==> config.mk <==
export PLATFORM = sky130hd
export DESIGN_NAME = rivyera_reg_initiator_flat
export DESIGN_NICKNAME = d
export VERILOG_FILES = /design/src/rtl/rivyera_reg_initiator_if.sv /design/src/rtl/rivyera_reg_initiator.sv /design/src/flat_wrapper.sv
export SDC_FILE = /design/constraint.sdc
export NUM_CORES = 1
export LEC_CHECK = 0
export BUFFER_PORTS_ARGS = -buffer_cell sky130_fd_sc_hd__buf_2
export CORE_MARGIN = 3
export CORE_UTILIZATION = 36
export DETAILED_ROUTE_END_ITERATION = 16
export GPL_ROUTABILITY_DRIVEN = 0
export HOLD_SLACK_MARGIN = 0.05
export PLACE_DENSITY = 0.72
export RECOVER_POWER = 25
export SLEW_MARGIN = 10
export SYNTH_ARGS = -nofsm -noshare
export SYNTH_HDL_FRONTEND = slang
export SYNTH_SLANG_ARGS = --single-unit
==> constraint.sdc <==
create_clock -name clk -period 1.9 [get_ports clk]
set_input_delay 0.38 -clock clk [delete_from_list [all_inputs] [get_ports clk]]
set_output_delay 0.38 -clock clk [all_outputs]
set_load 0.02 [all_outputs]
==> src/rtl/rivyera_reg_initiator_if.sv <==
// Local request/response API and RIVYERA packet-port signals of the register initiator.
// master = the initiator itself, slave = the surrounding user logic and API FIFOs.
interface rivyera_reg_initiator_if #(
    parameter int SLOT_W = 4,
    parameter int FPGA_W = 4,
    parameter int REG_W  = 8,
    parameter int CMD_W  = 4,
    parameter int DATA_W = 64
);
    logic              req_valid;
    logic              req_ready;
    logic              req_rd;
    logic [SLOT_W-1:0] req_slot;
    logic [FPGA_W-1:0] req_fpga;
    logic [REG_W-1:0]  req_reg;
    logic [7:0]        req_cnt;
    logic [DATA_W-1:0] req_data;

    logic              rsp_valid;
    logic              rsp_ready;
    logic [DATA_W-1:0] rsp_data;
    logic              rsp_last;

    logic              done;
    logic              timeout_err;
    logic [7:0]        drop_cnt;

    logic              api_o_rfd_in;
    logic              api_o_wr_en_out;
    logic [SLOT_W-1:0] api_o_tgt_slot_out;
    logic [FPGA_W-1:0] api_o_tgt_fpga_out;
    logic [REG_W-1:0]  api_o_tgt_reg_out;
    logic [CMD_W-1:0]  api_o_tgt_cmd_out;
    logic [REG_W-1:0]  api_o_src_reg_out;
    logic [CMD_W-1:0]  api_o_src_cmd_out;
    logic [DATA_W-1:0] api_o_data_out;

    logic [SLOT_W-1:0] api_i_src_slot_in;
    logic [FPGA_W-1:0] api_i_src_fpga_in;
    logic [REG_W-1:0]  api_i_tgt_reg_in;
    logic [CMD_W-1:0]  api_i_tgt_cmd_in;
    logic [DATA_W-1:0] api_i_data_in;
    logic              api_i_empty_in;
    logic              api_i_rd_en_out;

    modport master (
        input  req_valid, req_rd, req_slot, req_fpga, req_reg, req_cnt, req_data,
        output req_ready,
        output rsp_valid, rsp_data, rsp_last,
        input  rsp_ready,
        output done, timeout_err, drop_cnt,
        input  api_o_rfd_in,
        output api_o_wr_en_out, api_o_tgt_slot_out, api_o_tgt_fpga_out, api_o_tgt_reg_out,
        output api_o_tgt_cmd_out, api_o_src_reg_out, api_o_src_cmd_out, api_o_data_out,
        input  api_i_src_slot_in, api_i_src_fpga_in, api_i_tgt_reg_in, api_i_tgt_cmd_in,
        input  api_i_data_in, api_i_empty_in,
        output api_i_rd_en_out
    );

    modport slave (
        output req_valid, req_rd, req_slot, req_fpga, req_reg, req_cnt, req_data,
        input  req_ready,
        input  rsp_valid, rsp_data, rsp_last,
        output rsp_ready,
        input  done, timeout_err, drop_cnt,
        output api_o_rfd_in,
        input  api_o_wr_en_out, api_o_tgt_slot_out, api_o_tgt_fpga_out, api_o_tgt_reg_out,
        input  api_o_tgt_cmd_out, api_o_src_reg_out, api_o_src_cmd_out, api_o_data_out,
        output api_i_src_slot_in, api_i_src_fpga_in, api_i_tgt_reg_in, api_i_tgt_cmd_in,
        output api_i_data_in, api_i_empty_in,
        input  api_i_rd_en_out
    );
endinterface

==> src/rtl/rivyera_reg_initiator.sv <==
// Single-outstanding remote register read/write initiator on the RIVYERA packet API.
// Reads return through local register RSP_REG; unrelated input words are drained and counted.
module rivyera_reg_initiator #(
    parameter int               SLOT_W  = 4,
    parameter int               FPGA_W  = 4,
    parameter int               REG_W   = 8,
    parameter int               CMD_W   = 4,
    parameter int               DATA_W  = 64,
    parameter logic [CMD_W-1:0] CMD_WR  = 4'd1,
    parameter logic [CMD_W-1:0] CMD_RD  = 4'd2,
    parameter logic [REG_W-1:0] RSP_REG = 8'h01,
    parameter int               TO_CYC  = 32'd1024
) (
    input  logic                    clk,
    input  logic                    rst,
    rivyera_reg_initiator_if.master bus
);
    localparam int TMR_W = $clog2(TO_CYC);

    typedef enum logic [1:0] {
        ST_IDLE = 2'd0,
        ST_SEND = 2'd1,
        ST_WAIT = 2'd2
    } state_t;

    state_t            r_state;
    logic [SLOT_W-1:0] r_slot;
    logic [FPGA_W-1:0] r_fpga;
    logic [REG_W-1:0]  r_reg;
    logic              r_rd;
    logic [7:0]        r_cnt;
    logic [DATA_W-1:0] r_data;
    logic [7:0]        r_remaining;
    logic [TMR_W-1:0]  r_timer;
    logic              r_done;
    logic              r_timeout;
    logic [7:0]        r_drop_cnt;

    logic w_match;
    logic w_hit;
    logic w_pop;
    logic w_pop_hit;
    logic w_drop;
    logic w_strobe;

    // Input-head classification and pop/strobe decisions for the current cycle
    always_comb begin
        w_match   = (bus.api_i_src_slot_in == r_slot) &&
                    (bus.api_i_src_fpga_in == r_fpga) &&
                    (bus.api_i_tgt_reg_in  == RSP_REG) &&
                    (bus.api_i_tgt_cmd_in  == CMD_WR);
        w_hit     = (r_state == ST_WAIT) && !bus.api_i_empty_in && w_match;
        // A deliverable word waits for rsp_ready; everything else is drained at once
        w_pop     = !bus.api_i_empty_in && (!w_hit || bus.rsp_ready);
        w_pop_hit = w_hit && bus.rsp_ready;
        w_drop    = w_pop && !w_hit;
        w_strobe  = (r_state == ST_SEND) && bus.api_o_rfd_in;
    end

    assign bus.req_ready          = (r_state == ST_IDLE);
    assign bus.api_o_wr_en_out    = w_strobe;
    assign bus.api_o_tgt_slot_out = r_slot;
    assign bus.api_o_tgt_fpga_out = r_fpga;
    assign bus.api_o_tgt_reg_out  = r_reg;
    assign bus.api_o_tgt_cmd_out  = r_rd ? CMD_RD : CMD_WR;
    assign bus.api_o_src_reg_out  = RSP_REG;
    assign bus.api_o_src_cmd_out  = CMD_WR;
    assign bus.api_o_data_out     = r_rd ? {{(DATA_W-8){1'b0}}, r_cnt} : r_data;
    assign bus.api_i_rd_en_out    = w_pop;
    assign bus.rsp_valid          = w_hit;
    assign bus.rsp_data           = bus.api_i_data_in;
    assign bus.rsp_last           = w_hit && (r_remaining == 8'd1);
    assign bus.done               = r_done;
    assign bus.timeout_err        = r_timeout;
    assign bus.drop_cnt           = r_drop_cnt;

    // Transaction FSM with captured request fields, response counting and timeout
    always_ff @(posedge clk) begin
        if (rst) begin
            r_state     <= ST_IDLE;
            r_slot      <= '0;
            r_fpga      <= '0;
            r_reg       <= '0;
            r_rd        <= 1'b0;
            r_cnt       <= 8'd0;
            r_data      <= '0;
            r_remaining <= 8'd0;
            r_timer     <= '0;
            r_done      <= 1'b0;
            r_timeout   <= 1'b0;
            r_drop_cnt  <= 8'd0;
        end else begin
            r_done    <= 1'b0;
            r_timeout <= 1'b0;
            if (w_drop && (r_drop_cnt != 8'hFF)) begin
                r_drop_cnt <= r_drop_cnt + 8'd1;
            end
            case (r_state)
                ST_IDLE: begin
                    if (bus.req_valid) begin
                        r_slot  <= bus.req_slot;
                        r_fpga  <= bus.req_fpga;
                        r_reg   <= bus.req_reg;
                        r_rd    <= bus.req_rd;
                        r_cnt   <= bus.req_cnt;
                        r_data  <= bus.req_data;
                        r_state <= ST_SEND;
                    end
                end
                ST_SEND: begin
                    if (w_strobe) begin
                        if (r_rd && (r_cnt != 8'd0)) begin
                            r_remaining <= r_cnt;
                            r_timer     <= '0;
                            r_state     <= ST_WAIT;
                        end else begin
                            r_done  <= 1'b1;
                            r_state <= ST_IDLE;
                        end
                    end
                end
                ST_WAIT: begin
                    if (w_pop_hit) begin
                        r_remaining <= r_remaining - 8'd1;
                        r_timer     <= '0;
                        if (r_remaining == 8'd1) begin
                            r_done  <= 1'b1;
                            r_state <= ST_IDLE;
                        end
                    end else if (r_timer == TMR_W'(TO_CYC - 32'd1)) begin
                        r_timeout <= 1'b1;
                        r_state   <= ST_IDLE;
                    end else begin
                        r_timer <= r_timer + TMR_W'(32'd1);
                    end
                end
                default: begin
                    r_state <= ST_IDLE;
                end
            endcase
        end
    end
endmodule
==> src/flat_wrapper.sv <==
// flat-port wrapper written by rule: the top's interface ports become plain ports
module rivyera_reg_initiator_flat 
#(
    parameter int               SLOT_W  = 4,
    parameter int               FPGA_W  = 4,
    parameter int               REG_W   = 8,
    parameter int               CMD_W   = 4,
    parameter int               DATA_W  = 64,
    parameter logic [CMD_W-1:0] CMD_WR  = 4'd1,
    parameter logic [CMD_W-1:0] CMD_RD  = 4'd2,
    parameter logic [REG_W-1:0] RSP_REG = 8'h01,
    parameter int               TO_CYC  = 32'd1024
)
  (clk, rst, bus_req_valid, bus_req_rd, bus_req_slot, bus_req_fpga, bus_req_reg, bus_req_cnt, bus_req_data, bus_req_ready, bus_rsp_valid, bus_rsp_data, bus_rsp_last, bus_rsp_ready, bus_done, bus_timeout_err, bus_drop_cnt, bus_api_o_rfd_in, bus_api_o_wr_en_out, bus_api_o_tgt_slot_out, bus_api_o_tgt_fpga_out, bus_api_o_tgt_reg_out, bus_api_o_tgt_cmd_out, bus_api_o_src_reg_out, bus_api_o_src_cmd_out, bus_api_o_data_out, bus_api_i_src_slot_in, bus_api_i_src_fpga_in, bus_api_i_tgt_reg_in, bus_api_i_tgt_cmd_in, bus_api_i_data_in, bus_api_i_empty_in, bus_api_i_rd_en_out);
  rivyera_reg_initiator_if #(.SLOT_W(SLOT_W), .FPGA_W(FPGA_W), .REG_W(REG_W), .CMD_W(CMD_W), .DATA_W(DATA_W)) bus_i ();
  input  logic clk;
  input  logic rst;
  input wire logic [$bits(bus_i.req_valid)-1:0] bus_req_valid;
  input wire logic [$bits(bus_i.req_rd)-1:0] bus_req_rd;
  input wire logic [$bits(bus_i.req_slot)-1:0] bus_req_slot;
  input wire logic [$bits(bus_i.req_fpga)-1:0] bus_req_fpga;
  input wire logic [$bits(bus_i.req_reg)-1:0] bus_req_reg;
  input wire logic [$bits(bus_i.req_cnt)-1:0] bus_req_cnt;
  input wire logic [$bits(bus_i.req_data)-1:0] bus_req_data;
  output wire logic [$bits(bus_i.req_ready)-1:0] bus_req_ready;
  output wire logic [$bits(bus_i.rsp_valid)-1:0] bus_rsp_valid;
  output wire logic [$bits(bus_i.rsp_data)-1:0] bus_rsp_data;
  output wire logic [$bits(bus_i.rsp_last)-1:0] bus_rsp_last;
  input wire logic [$bits(bus_i.rsp_ready)-1:0] bus_rsp_ready;
  output wire logic [$bits(bus_i.done)-1:0] bus_done;
  output wire logic [$bits(bus_i.timeout_err)-1:0] bus_timeout_err;
  output wire logic [$bits(bus_i.drop_cnt)-1:0] bus_drop_cnt;
  input wire logic [$bits(bus_i.api_o_rfd_in)-1:0] bus_api_o_rfd_in;
  output wire logic [$bits(bus_i.api_o_wr_en_out)-1:0] bus_api_o_wr_en_out;
  output wire logic [$bits(bus_i.api_o_tgt_slot_out)-1:0] bus_api_o_tgt_slot_out;
  output wire logic [$bits(bus_i.api_o_tgt_fpga_out)-1:0] bus_api_o_tgt_fpga_out;
  output wire logic [$bits(bus_i.api_o_tgt_reg_out)-1:0] bus_api_o_tgt_reg_out;
  output wire logic [$bits(bus_i.api_o_tgt_cmd_out)-1:0] bus_api_o_tgt_cmd_out;
  output wire logic [$bits(bus_i.api_o_src_reg_out)-1:0] bus_api_o_src_reg_out;
  output wire logic [$bits(bus_i.api_o_src_cmd_out)-1:0] bus_api_o_src_cmd_out;
  output wire logic [$bits(bus_i.api_o_data_out)-1:0] bus_api_o_data_out;
  input wire logic [$bits(bus_i.api_i_src_slot_in)-1:0] bus_api_i_src_slot_in;
  input wire logic [$bits(bus_i.api_i_src_fpga_in)-1:0] bus_api_i_src_fpga_in;
  input wire logic [$bits(bus_i.api_i_tgt_reg_in)-1:0] bus_api_i_tgt_reg_in;
  input wire logic [$bits(bus_i.api_i_tgt_cmd_in)-1:0] bus_api_i_tgt_cmd_in;
  input wire logic [$bits(bus_i.api_i_data_in)-1:0] bus_api_i_data_in;
  input wire logic [$bits(bus_i.api_i_empty_in)-1:0] bus_api_i_empty_in;
  output wire logic [$bits(bus_i.api_i_rd_en_out)-1:0] bus_api_i_rd_en_out;
  assign bus_i.req_valid = bus_req_valid;
  assign bus_i.req_rd = bus_req_rd;
  assign bus_i.req_slot = bus_req_slot;
  assign bus_i.req_fpga = bus_req_fpga;
  assign bus_i.req_reg = bus_req_reg;
  assign bus_i.req_cnt = bus_req_cnt;
  assign bus_i.req_data = bus_req_data;
  assign bus_req_ready = bus_i.req_ready;
  assign bus_rsp_valid = bus_i.rsp_valid;
  assign bus_rsp_data = bus_i.rsp_data;
  assign bus_rsp_last = bus_i.rsp_last;
  assign bus_i.rsp_ready = bus_rsp_ready;
  assign bus_done = bus_i.done;
  assign bus_timeout_err = bus_i.timeout_err;
  assign bus_drop_cnt = bus_i.drop_cnt;
  assign bus_i.api_o_rfd_in = bus_api_o_rfd_in;
  assign bus_api_o_wr_en_out = bus_i.api_o_wr_en_out;
  assign bus_api_o_tgt_slot_out = bus_i.api_o_tgt_slot_out;
  assign bus_api_o_tgt_fpga_out = bus_i.api_o_tgt_fpga_out;
  assign bus_api_o_tgt_reg_out = bus_i.api_o_tgt_reg_out;
  assign bus_api_o_tgt_cmd_out = bus_i.api_o_tgt_cmd_out;
  assign bus_api_o_src_reg_out = bus_i.api_o_src_reg_out;
  assign bus_api_o_src_cmd_out = bus_i.api_o_src_cmd_out;
  assign bus_api_o_data_out = bus_i.api_o_data_out;
  assign bus_i.api_i_src_slot_in = bus_api_i_src_slot_in;
  assign bus_i.api_i_src_fpga_in = bus_api_i_src_fpga_in;
  assign bus_i.api_i_tgt_reg_in = bus_api_i_tgt_reg_in;
  assign bus_i.api_i_tgt_cmd_in = bus_api_i_tgt_cmd_in;
  assign bus_i.api_i_data_in = bus_api_i_data_in;
  assign bus_i.api_i_empty_in = bus_api_i_empty_in;
  assign bus_api_i_rd_en_out = bus_i.api_i_rd_en_out;
  rivyera_reg_initiator #(.SLOT_W(SLOT_W), .FPGA_W(FPGA_W), .REG_W(REG_W), .CMD_W(CMD_W), .DATA_W(DATA_W), .CMD_WR(CMD_WR), .CMD_RD(CMD_RD), .RSP_REG(RSP_REG), .TO_CYC(TO_CYC)) u_core (.clk(clk), .rst(rst), .bus(bus_i));
endmodule
**After elaboration in Yosys (flattened, before gate mapping)**

Cells that the tools add are included.

- $add $sub $neg: 3
- Equal/unequal tests: 16
- Multiplexer cells: 24
- Bitwise logic cells: 1
- Reduce and logical (&&, ||, !) cells: 23

Operators with widths:

| cell | count |
|---|---|
| $mux W64 | 1 |
| $mux W10 | 4 |
| $mux W8 | 3 |
| $pmux W10 S2 | 1 |
| $eq A8 B1 Y1 const B | 2 |
| $pmux W8 S2 | 1 |
| $mux W2 | 7 |
| $logic_and A1 B1 Y1 | 12 |
| $reduce_and A4 Y1 | 3 |
| $add A10 B1 Y10 const B | 1 |
| $eq A10 B10 Y1 const B | 1 |
| $add A8 B1 Y8 const B | 1 |
| $eq A4 B4 Y1 | 2 |
| $ne A8 B8 Y1 const B | 1 |
| $reduce_bool A8 Y1 | 1 |
| $sub A8 B1 Y8 const B | 1 |
| $ne A2 B2 Y1 const B | 3 |
| $ne A3 B2 Y1 const B | 2 |
| $pmux W2 S3 | 1 |
| $mux W1 | 5 |
| $eq A4 B1 Y1 const B | 1 |
| $ne A3 B3 Y1 const B | 1 |
| $reduce_or A3 Y1 | 1 |
| $eq A2 B1 Y1 const B | 1 |
| 9 further kinds | 10 |

- Register bits after elaboration: 119
- Input port bits: 179
- Output and inout port bits: 175
- Word-level logic and storage cells: 79

**Logic depth before layout (Yosys ltp)**

Gate-level depths: netlist of the first run.

- Depth in word-level cells: 10
- Mapped depth: 8
- Depth with buffers taken out: 7

**Worst setup path after synthesis of the first run**

Ideal clock, no wire load.

- Kind: reg-to-reg
- From: register u_core.r_state[0]
- To: register u_core.r_done, in the netlist u_core.bus.done
- Library setup time: 0.080 ns
- Arrival time: 2.150 ns
- Data required time: 1.820 ns
- Path slack: -0.330 ns
- Cell stages (with the launch flop): 8
- Path buffers: 0
- Period minus slack after synthesis: 2.230 ns
- Cells stage by stage: dfxtp_1 -> inv_1 -> ha_1 -> nor4b_2 -> nand4_4 -> nor4_1 -> a31oi_1 -> nor3b_1

- Cells in the longest elaborated chain, start to end: 6
- Elaborated cells on any way between the ends: 9
- Classes of those cells: 2 x eq/ne; 3 x mux; 4 x reduce/logical

Ends and longest elaborated chain:

| element | line | text |
|---|---|---|
| from (decl) | rivyera_reg_initiator.sv:26 | `state_t r_state;` |
| from (signal assigned) | rivyera_reg_initiator.sv:80 | `r_state <= ST_IDLE;` |
| from (signal assigned) | rivyera_reg_initiator.sv:107 | `r_state <= ST_SEND;` |
| from (signal assigned) | rivyera_reg_initiator.sv:115 | `r_state <= ST_WAIT;` |
| $eq A2 B2 Y1 | rivyera_reg_initiator.sv:52, rivyera_reg_initiator.sv:98 |  |
| $logic_and A1 B1 Y1 (2 in series) | rivyera_reg_initiator.sv:52 | `w_hit = (r_state == ST_WAIT) && !bus.api_i_empty_in && w_match;` |
| $logic_and A1 B1 Y1 | rivyera_reg_initiator.sv:55 | `w_pop_hit = w_hit && bus.rsp_ready;` |
| $mux W1 | rivyera_reg_initiator.sv:123 | `if (w_pop_hit) begin` |
| $pmux W1 S2 (*) | rivyera_reg_initiator.sv:98 | `case (r_state)` |
| to (signal assigned) | rivyera_reg_initiator.sv:93 | `r_done <= 1'b0;` |
| to (signal assigned) | rivyera_reg_initiator.sv:117 | `r_done <= 1'b1;` |
| to (signal assigned) | rivyera_reg_initiator.sv:127 | `r_done <= 1'b1;` |
| to (decl) | rivyera_reg_initiator.sv:35 | `logic r_done;` |

Mark *: on every way between the ends. The rest lies on a longest branch, timed or not.
A chain may end at the register's enable or synchronous reset.

**Final worst setup path of the first run**

- From: register u_core.r_state[0]
- To: output bus_api_i_rd_en_out

- Cells in the longest elaborated chain, start to end: 6

Ends and longest elaborated chain:

| element | line | text |
|---|---|---|
| $eq A2 B2 Y1 | rivyera_reg_initiator.sv:52 |  |
| $logic_and A1 B1 Y1 (2 in series) | rivyera_reg_initiator.sv:52 |  |
| $logic_not A1 Y1 | rivyera_reg_initiator.sv:54 | `w_pop = !bus.api_i_empty_in && (!w_hit \|\| bus.rsp_ready);` |
| $logic_or A1 B1 Y1 | rivyera_reg_initiator.sv:54 |  |
| $logic_and A1 B1 Y1 | rivyera_reg_initiator.sv:54 |  |
| to (decl) | flat_wrapper.sv:48 | `output wire logic [$bits(bus_i.api_i_rd_en_out)-1:0] bus_api_i_rd_en_out;` |

Every way passes these cells.

==> flow_summary_export.csv, run 1 <==
group,metric,value,unit
cts,h-tree-depth,4,
logic_synthesis,synth-seq-cells,119,
pwr,power,8.494,mW
pwr,peakVddDrop,0.0006337,V
sta,tns,-5704,ps
logic_synthesis,synthMuxAreaShare,2.663,%
finish,finalNetCount,1171,
pwr,power.static_leakage,3.838,nW
floorplan,core,0.01664,sq mm
worst_setup_path,crit_slowest_cell,"dfxtp_2",
global_routing,groute.usage.overall,19.12,%
status,status,"finished with violations",
worst_setup_path,worstPathMaxFanout,3,
pwr,p_int,5.943,mW
detailed_routing,drtIter0Drc,243,
sta,post-route-period-util,115.1,%
pwr,swShare,30.03,%
pwr,p_comb_share,24.0,%
detailed_routing,drcViolationCount,0,
logic_synthesis,synth_edf_count,0,
global_routing,grt_pass1_wl,28130,um
floorplan,fp.dieW,136.8,um
sta,setup_ws,-287.1,ps
cts,cts_root_buf,"clkbuf_16",
detailed_routing,vias,5924,
sta,fin_crit,2187,ps
detailed_routing,drtPass1Iterations,4,
logic_synthesis,syn_inst,787,
logic_synthesis,yosys.area_share.xor_xnor,1.423,%
pwr,power_frac_clock,42.8,%
global_routing,first_global_vias,5702,
pwr,p_seq_share,33.2,%
cts,clk_pin_slew,60,ps
sta,finalMaxSlewViolations,0,
logic_synthesis,synth_area_per_cell,7.820,sq um
floorplan,die_area,0.01870,sq mm
placed_design,detailed_place_hpwl,12710,um
worst_setup_path,worstPathCellList,"inv_2, ha_4, nor4b_4, nand4_4, nor3_4, a21oi_4, buf_6",
logic_synthesis,seq_area_frac_synth,38.71,%
placed_design,dp.cells,1169,
floorplan,pin_count,354,
sta,setup_viol,30,
finish,area_growth,36.96,%
logic_synthesis,synth_top_family_by_area,"simple AND/OR/NAND/NOR gates",
logic_synthesis,synth-compound-area-share,14.88,%
logic_synthesis,async_reset_ff_share,0,%
worst_setup_path,arrival,1810,ps
detailed_routing,wl_per_cell,14.87,um
detailed_routing,routed_wirelength,18140,um
floorplan,row_count,47,
floorplan,initial_core_util,36.98,%
cts,cts.sinks,119,
cts,clk_latency,410,ps
logic_synthesis,yosysWarnings,0,
global_routing,grt_max_degree,70,
sta,hold_violations,0,
hold_path,hold_class,"input port to register",
logic_synthesis,synth_fa_ha_area_share,1.423,%
logic_synthesis,syn_area,0.006155,sq mm
status,failed_checks,"negative setup slack",
global_routing,gr-total-overflow,0,
floorplan,die_height,136.8,um
cts,cts_hold_buffers,0,
detailed_routing,avgViaCountPerCell,4.856,
sta,clock.fmax,457.2,MHz
worst_setup_path,max_stage_delay,320,ps
worst_setup_path,cp-end-kind,"primary output",
pwr,power-per-cell-area,1008,mW/mm^2
cts,cts_buffers,17,
placed_design,dpl_cell_area,0.007447,sq mm
logic_synthesis,synthSimpleGateAreaFrac,27.42,%
finish,fin_area,0.008429,sq mm
global_routing,antenna_found_initial,4,
placed_design,pre_cts_slack,-182.2,ps
pwr,p_switching,2.551,mW
detailed_routing,postRouteAntennaNets,0,
worst_setup_path,cpLargestDelayFamily,"simple AND/OR/NAND/NOR gates",
finish,final_cell_mix,"buf_2 (206), nand2_1 (197), dfxtp_1 (112), a21oi_1 (108), buf_4 (70)",
job,drv_cap,0,
cts,cts_tree,"done",
sta,rsz0062_at_grt,"yes",
finish,layout_commonest_cell,"buf_2",
worst_setup_path,critPathRequiredTime,1520,ps
worst_setup_path,criticalPathCategory,"register to primary output",
finish,drive_gt1_share,37.68,%
placed_design,port_buffers,211,
sta,skew,9.621,ps
finish,final_cell_count_no_fill,1220,
worst_setup_path,worst-path-buf-inv,2,
worst_setup_path,cp-start-kind,"register",
logic_synthesis,synth.distinct_cells,55,
logic_synthesis,synth_ff_type,"dfxtp_1",
cts,cts_buffer_depth,2,
layout make-up:
class	count	area, sq um
antenna	2	5.005
clock buffer	17	425.4
clock inverter	15	239.0
fill	1552	8213
inverter	14	52.55
multi-input combinational	541	3167
sequential	119	2394
tap	220	275.3
timing repair buffer	292	1872
cells by family after synthesis:
| kind of cell | count (synthesis) |
|---|---|
| AND/OR/NAND/NOR | 343 |
| AO/OA/AOI/OAI | 152 |
| buffers and inverters | 139 |
| flip-flops | 119 |
| multiplexers | 15 |
| XOR/XNOR | 10 |
| adder cells (fa/ha/maj) | 7 |
| other | 2 |
flip-flops by register name, indices dropped and copies added (netlist names):
name	flops
u_core.bus.done	1
u_core.r_timer	10
u_core.r_cnt	8
u_core.bus.api_o_tgt_reg_out	8
u_core.bus.drop_cnt	8
u_core.bus.api_o_tgt_fpga_out	4
u_core.bus.api_o_tgt_slot_out	4
u_core.r_data	64
u_core.bus.timeout_err	1
u_core.r_rd	1
u_core.r_state	2
u_core.r_remaining	8
per-stage QoR:
step                util, %  hold WS [ps]
floorplan                 -         431.8
global placement      44.75         436.9
detailed placement    44.75         441.7
CTS                   49.94         173.5
global route          50.65         187.9
finish                50.65         194.2
timing repair:
item / CTS / global route
setup endpoints to repair: 22 / 36
resized for setup: 10 / 18
pin swaps: 3 / 2
cloned: 2 / 1
buffers inserted: 11 / 5
Yosys cell counts (all sizes together) (3+ instances only):
library cell | count | area share, %
inv | 14 | 0.85
buf | 91 | 10
nor4 | 6 | 0.85
a31oi | 5 | 0.51
or3 | 4 | 0.41
xnor2 | 8 | 1.1
clkbuf | 34 | 2.1
and3 | 4 | 0.41
nor3b | 4 | 0.49
nor4b | 3 | 0.73
and2 | 6 | 0.61
a41oi | 3 | 0.43
or4 | 5 | 0.61
nor2b | 59 | 6.0
mux2i | 4 | 0.65
nand3 | 21 | 1.7
dfxtp | 119 | 39
nand2 | 198 | 12
nor2 | 13 | 0.79
o21ai | 7 | 0.63
nor3 | 6 | 0.57
a21oi | 113 | 9.2
o22ai | 3 | 0.30
o311ai | 3 | 0.79
ha | 7 | 1.4
mux2 | 11 | 2.0
nand4 | 8 | 1.4
o211ai | 3 | 0.37
tightest hold or removal path, cell delays in order:
cell	delay (ps)
buf_2	90
nand2_1	40
a21oi_1	50
path summary, 6_finish.rpt:
kind / slack (ps) / to / startpoint / cells past startpoint
worst min register to register: 450 / u_core.r_data[15] / u_core.r_data[15] / 2
worst max-delay path: -290 / bus_api_i_rd_en_out / u_core.r_state[0] / 7
worst min-delay path: 190 / u_core.bus.api_o_tgt_fpga_out[2] / bus_req_fpga[2] / 3
worst max register to register: -260 / u_core.r_remaining[5] / u_core.r_state[0] / 9
power groups by stage:
stage / clock (mW) / sequential, mW / combinational [mW]
after floorplan: 0 / 2.90 / 1.29
after global placement: 0 / 2.86 / 1.92
after detailed placement: 0 / 2.87 / 1.93
after CTS: 3.72 / 2.82 / 2.00
after global routing: 3.83 / 2.84 / 2.23
final: 3.64 / 2.82 / 2.04
per-layer routing:
| metal | share of wire, % | vias up | track usage, % |
|---|---|---|---|
| li1 | - | 2948 | - |
| met3 | 6.8 | 56 | 6.728 |
| met2 | 48 | 210 | 30.15 |
| met5 | 0.077 | - | 0 |
| met1 | 42 | 2706 | 22.88 |
| met4 | 3.3 | 4 | 10.02 |
(Power assumes the default switching activity.)
==> run 2: changes to the inputs <==
- PLACE_DENSITY: 0.72 -> not set
- PLACE_DENSITY_LB_ADDON: not set -> 0.05
==> run 2 against run 1 <==
The run still ends with negative setup slack left. Largest cell class unchanged. Global-route usage grew 1.4 points. Die area is the same. Core utilization shrank 1.2 points. Sequential share of layout area grew 0.68 points. Worst setup slack gained 14 ps. Routed wire length grew 7.5%. Via count grew 0.68%. Critical endpoint unchanged. Total power shrank 7.8%. Design area shrank 2.3%.
==> flow_summary_export.csv, run 2 (synthesized netlist as in run 1, its figures left out) <==
group,metric,value,unit
status,status,"finished with violations",
status,failed_checks,"negative setup slack",
hold_path,hold_class,"input port to register",
floorplan,pin_count,354,
placed_design,port_buffers,211,
floorplan,die_height,136.8,um
cts,clk_latency,410,ps
pwr,power.static_leakage,3.746,nW
pwr,power_frac_clock,38.0,%
detailed_routing,vias,5964,
detailed_routing,routed_wirelength,19500,um
sta,whs,200.1,ps
cts,cts_buffer_depth,2,
sta,fin_crit,2173,ps
pwr,peakVddDrop,0.0006054,V
floorplan,die_area,0.01870,sq mm
finish,top_regs,"u_core.r_data: 64 flops, u_core.r_timer: 10 flops",
job,drv_cap,0,
pwr,p_switching,2.418,mW
cts,h-tree-depth,4,
global_routing,grt_use_met1,24.61,%
sta,skew,8.981,ps
sta,setup_viol,30,
finish,final_cell_count_no_fill,1206,
pwr,p_seq_share,36.1,%
cts,cts.sinks,119,
floorplan,core,0.01664,sq mm
sta,post-route-period-util,114.4,%
hold_path,min_to,"u_core.r_data[46]",
worst_setup_path,r2r_cells,11,
pwr,swShare,30.87,%
worst_setup_path,criticalPathCategory,"register to primary output",
pwr,p_int,5.416,mW
global_routing,groute.usage.overall,20.48,%
global_routing,grtUsageMet2,33.43,%
cts,cts_tree,"done",
detailed_routing,wl_per_cell,16.17,um
placed_design,dp.cells,1160,
cts,cts_root_buf,"clkbuf_16",
detailed_routing,avgViaCountPerCell,4.945,
finish,final_cell_mix,"buf_2 (200), nand2_1 (197), dfxtp_1 (111), a21oi_1 (110)",
finish,fin_util,49.50,%
detailed_routing,drcViolationCount,0,
detailed_routing,drtPass1Iterations,4,
worst_setup_path,cp-start-kind,"register",
global_routing,use_met3,8.897,%
finish,largest_reg_flops,64,
sta,clock.fmax,460.3,MHz
hold_path,hold_start,"bus_req_data[46]",
pwr,power-per-cell-area,951.0,mW/mm^2
worst_setup_path,critPathRequiredTime,1520,ps
finish,largest_register,"u_core.r_data",
worst_setup_path,r2r-start,"u_core.r_state[0]",
finish,area_growth,33.85,%
finish,layout_commonest_cell,"buf_2",
worst_setup_path,timing.rr.end,"u_core.r_remaining[3]",
global_routing,gr-total-overflow,0,
sta,rsz0062_at_grt,"yes",
detailed_routing,drtIter0Drc,329,
worst_setup_path,arrival,1790,ps
worst_setup_path,cp-end-kind,"primary output",
cts,cts_buffers,17,
global_routing,grt.busiest_layer,"met2",
global_routing,grt_pass1_wl,30150,um
placed_design,pre_cts_slack,-168.9,ps
sta,hold_violations,0,
detailed_routing,postRouteAntennaNets,0,
placed_design,detailed_place_hpwl,13460,um
worst_setup_path,ff2ff_setup_slack,-250,ps
finish,finalNetCount,1158,
finish,drive_gt1_share,36.45,%
floorplan,row_count,47,
cts,cts_hold_buffers,0,
global_routing,first_global_vias,5869,
pwr,p_comb_share,25.9,%
global_routing,grt_max_degree,69,
sta,finalMaxSlewViolations,0,
worst_setup_path,worstPathMaxFanout,3,
floorplan,fp.dieW,136.8,um
global_routing,antenna_found_initial,2,
hold_path,holdPathStages,3,
floorplan,initial_core_util,36.98,%
sta,setup_ws,-272.7,ps
cts,clk_pin_slew,60,ps
## run 2: power by group through the flow
stage	clock (mW)	combinational, mW	sequential (mW)
floorplan	0	1.29	2.90
global placement	0	1.89	2.86
detailed placement	0	1.92	2.87
CTS	3.05	2.01	2.83
global route	3.17	2.22	2.85
finish	2.98	2.03	2.83
## run 2: metal layers
| layer | part of all wire [%] | wire [um] | vias to the layer above |
|---|---|---|---|
| li1 | - | - | 2912 |
| met1 | 42 | 8168 | 2760 |
| met2 | 48 | 9281 | 256 |
| met3 | 9.2 | 1786 | 32 |
| met4 | 1.3 | 248 | 4 |
| met5 | 0.072 | 14 | - |
## run 2: worst max-delay path by stage
stage,start,end,slack [ps]
after floorplan,u_core.r_state[0],bus_api_i_rd_en_out,-5
after global placement,bus_api_i_src_slot_in[2],u_core.bus.drop_cnt[3],-100
after detailed placement,bus_api_i_src_fpga_in[1],u_core.bus.drop_cnt[1],-170
after CTS,u_core.r_state[0],bus_api_i_rd_en_out,-310
after global routing,u_core.r_state[0],bus_api_i_rd_en_out,-420
final,u_core.r_state[0],bus_api_i_rd_en_out,-270
## run 2: timing repair
item / CTS / global route
setup endpoints to repair: 29 / 37
pin swaps: 9 / 2
gates cloned: 2 / 1
setup buffers: 9 / 1
hold endpoints to repair: 0 / 0
gates resized for setup: 17 / 21
## run 2: final cells by class
| class | instances | area [sq um] |
|---|---|---|
| well taps | 220 | 275.3 |
| diodes | 1 | 2.502 |
| multi-input cells | 541 | 3163 |
| clock inverters | 8 | 73.82 |
| inverters | 14 | 52.55 |
| flip-flops and latches | 119 | 2395 |
| repair buffers | 279 | 1804 |
| fillers | 1677 | 8404 |
| clock buffers | 24 | 471.7 |
## run 2: critical path, cell delays in order (launching register included)
cell and delay (ps):
dfxtp_2 320, inv_2 70, ha_4 140, nor4b_4 230, nand4_4 170, nor3_4 240, a21oi_4 90, buf_6 140
## run 2: metrics by stage
stage | cell area, sq um | power, mW | setup TNS (ps)
floorplan | 6279 | 4.187 | -12.96
global placement | 7380 | 4.755 | -1550
detailed placement | 7380 | 4.785 | -3626
CTS | 8150 | 7.894 | -3598
global route | 8235 | 8.240 | -9550
finish | 8238 | 7.835 | -5253
==> run 3: changes to the inputs <==
- PLACE_DENSITY: not set -> 0.68
- PLACE_DENSITY_LB_ADDON: 0.05 -> not set
==> run 3 against run 2 <==
The flow still finishes with violations (negative setup slack). Total power is 4.0% higher. First-iteration DRC count is 31% lower. Register-to-register slack hardly changed. Die area stayed put. Via count is 0.44% lower. Critical endpoint unchanged. Cell count is 0.66% higher. Worst hold slack worse by 12 ps. Routed wire length is 2.3% lower. Global-route usage is 1.2 points lower. Sequential power hardly changed.
==> flow_summary_export.csv, run 3 (synthesized netlist as in run 1, its figures left out) <==
group,metric,value,unit
status,status,"finished with violations",
status,failed_checks,"negative setup slack",
worst_setup_path,r2r-start,"u_core.r_state[0]",
detailed_routing,drcViolationCount,0,
sta,post-route-period-util,115.6,%
cts,cts_buffer_depth,2,
worst_setup_path,timing.rr.end,"u_core.r_remaining[5]",
placed_design,dpl_cell_area,0.007385,sq mm
detailed_routing,drtIter0Drc,228,
pwr,p_comb_share,25.2,%
detailed_routing,avgViaCountPerCell,4.891,
sta,hold_violations,0,
detailed_routing,drtPass1Iterations,6,
finish,area_growth,37.47,%
detailed_routing,routed_wirelength,19050,um
pwr,power-per-cell-area,962.8,mW/mm^2
worst_setup_path,cp-start-kind,"register",
global_routing,first_global_vias,5531,
worst_setup_path,critPathRequiredTime,1520,ps
floorplan,initial_core_util,36.98,%
worst_setup_path,cp-endpoint,"bus_api_i_rd_en_out",
pwr,p_seq_share,34.7,%
cts,h-tree-depth,4,
finish,fin_area,0.008461,sq mm
finish,layout_commonest_cell,"nand2_1",
cts,cts_buffers,17,
pwr,p_int,5.538,mW
worst_setup_path,worstPathMaxFanout,4,
global_routing,grt_max_degree,65,
pwr,swShare,32.02,%
pwr,power_frac_clock,40.1,%
placed_design,detailed_place_hpwl,13010,um
global_routing,grt_pass1_wl,28560,um
finish,drive_gt1_share,38.17,%
finish,top_regs,"u_core.r_data: 64 flops, u_core.r_timer: 10 flops",
worst_setup_path,arrival,1820,ps
job,drv_cap,0,
floorplan,die_height,136.8,um
detailed_routing,wl_per_cell,15.69,um
floorplan,die_area,0.01870,sq mm
pwr,power.static_leakage,3.817,nW
sta,setup_ws,-296.7,ps
cts,clk_latency,420,ps
floorplan,pin_count,354,
cts,cts_tree,"done",
finish,finalNetCount,1166,
sta,finalMaxSlewViolations,0,
floorplan,row_count,47,
detailed_routing,vias,5938,
placed_design,port_buffers,211,
global_routing,groute.usage.overall,19.28,%
finish,final_cell_mix,"nand2_1 (197), buf_2 (194), dfxtp_1 (111), a21oi_1 (109), buf_4 (68)",
floorplan,fp.dieW,136.8,um
sta,tns,-5857,ps
sta,fin_crit,2197,ps
pwr,peakVddDrop,0.0006033,V
worst_setup_path,critical_path.startpoint,"u_core.bus.api_o_tgt_slot_out[1]",
sta,whs,188.6,ps
worst_setup_path,ff2ff_setup_slack,-250,ps
hold_path,hold_class,"input port to register",
worst_setup_path,cp-end-kind,"primary output",
sta,skew,8.269,ps
worst_setup_path,r2r_cells,9,
global_routing,gr-total-overflow,0,
finish,largest_reg_flops,64,
sta,clock.fmax,455.2,MHz
finish,largest_register,"u_core.r_data",
worst_setup_path,criticalPathCategory,"register to primary output",
floorplan,core,0.01664,sq mm
cts,clk_pin_slew,60,ps
pwr,p_switching,2.608,mW
global_routing,antenna_found_initial,1,
cts,cts_root_buf,"clkbuf_16",
cts,cts.sinks,119,
sta,rsz0062_at_grt,"yes",
detailed_routing,postRouteAntennaNets,0,
sta,setup_viol,30,
-- run 3: changes by cell type in the layout (fill, tap and decap cells not counted), sizes merged --
| cell | previous run | this run |
|---|---|---|
| buf | 276 | 284 |
| clkbuf | 25 | 18 |
| inv | 14 | 19 |
| bufinv | 1 | 2 |
| clkinvlp | 2 | 3 |
-- run 3: final cells by class --
class | count | area, sq um
multi-input cells | 541 | 3233
diodes | 1 | 2.502
clock buffers | 17 | 425.4
fillers | 1580 | 8182
repair buffers | 287 | 1909
well taps | 220 | 275.3
flip-flops and latches | 119 | 2395
clock inverters | 15 | 167.7
inverters | 14 | 52.55
-- run 3: through the flow --
stage	util, %	total power, mW	cells	setup slack [ps]
4_1_cts	49.49	8.138	1206	-332.3
3_5_place_dp	44.37	4.732	1164	-188.0
5_1_grt	50.82	8.532	1213	-372.4
6_report	50.84	8.146	1214	-296.7
2_1_floorplan	-	4.187	799	-4.700
3_3_place_gp	44.37	4.716	1164	-114.4
-- run 3: how the worst min path moves through the flow --
stage	startpoint	end	slack [ps]	cells after the start
after detailed placement	u_core.r_data[56]	u_core.r_data[56]	440	2
after CTS	bus_req_fpga[2]	u_core.bus.api_o_tgt_fpga_out[2]	170	3
after global placement	u_core.r_data[9]	u_core.r_data[9]	440	2
final	bus_req_fpga[2]	u_core.bus.api_o_tgt_fpga_out[2]	190	3
after floorplan	u_core.r_data[10]	u_core.r_data[10]	430	2
after global routing	bus_req_data[47]	u_core.r_data[47]	190	3
-- run 3: what timing repair did --
action / 4_1_cts / 5_1_grt
hold buffers: 0 / 0
hold endpoints to repair: 0 / 0
gates resized for setup: 23 / 43
pin swaps: 4 / 7
setup buffers: 7 / 8
setup endpoints to repair: 35 / 47
cloned: 3 / 1
-- run 3: routing by layer --
metal | vias to the layer above | GRT usage (%) | part of all wire [%]
met5 | - | 0 | 0.037
met2 | 189 | 31.60 | 49
met1 | 2766 | 23.14 | 41
li1 | 2940 | - | -
met4 | 2 | 7.839 | 2.5
met3 | 41 | 6.581 | 6.8
-- run 3: worst max-delay path, stage by stage, from the launching register on --
cell and delay [ps]:
dfxtp_1 320, xnor2_1 250, nand4_4 200, buf_6 170, nor3_4 250, a21oi_4 80, buf_6 140
-- run 3: power groups by stage --
| stage | Sequential [mW] | Combinational [mW] | Clock, mW |
|---|---|---|---|
| floorplan | 2.90 | 1.29 | 0 |
| global placement | 2.86 | 1.86 | 0 |
| detailed placement | 2.86 | 1.87 | 0 |
| CTS | 2.82 | 1.98 | 3.34 |
| global route | 2.85 | 2.23 | 3.45 |
| finish | 2.83 | 2.06 | 3.26 |
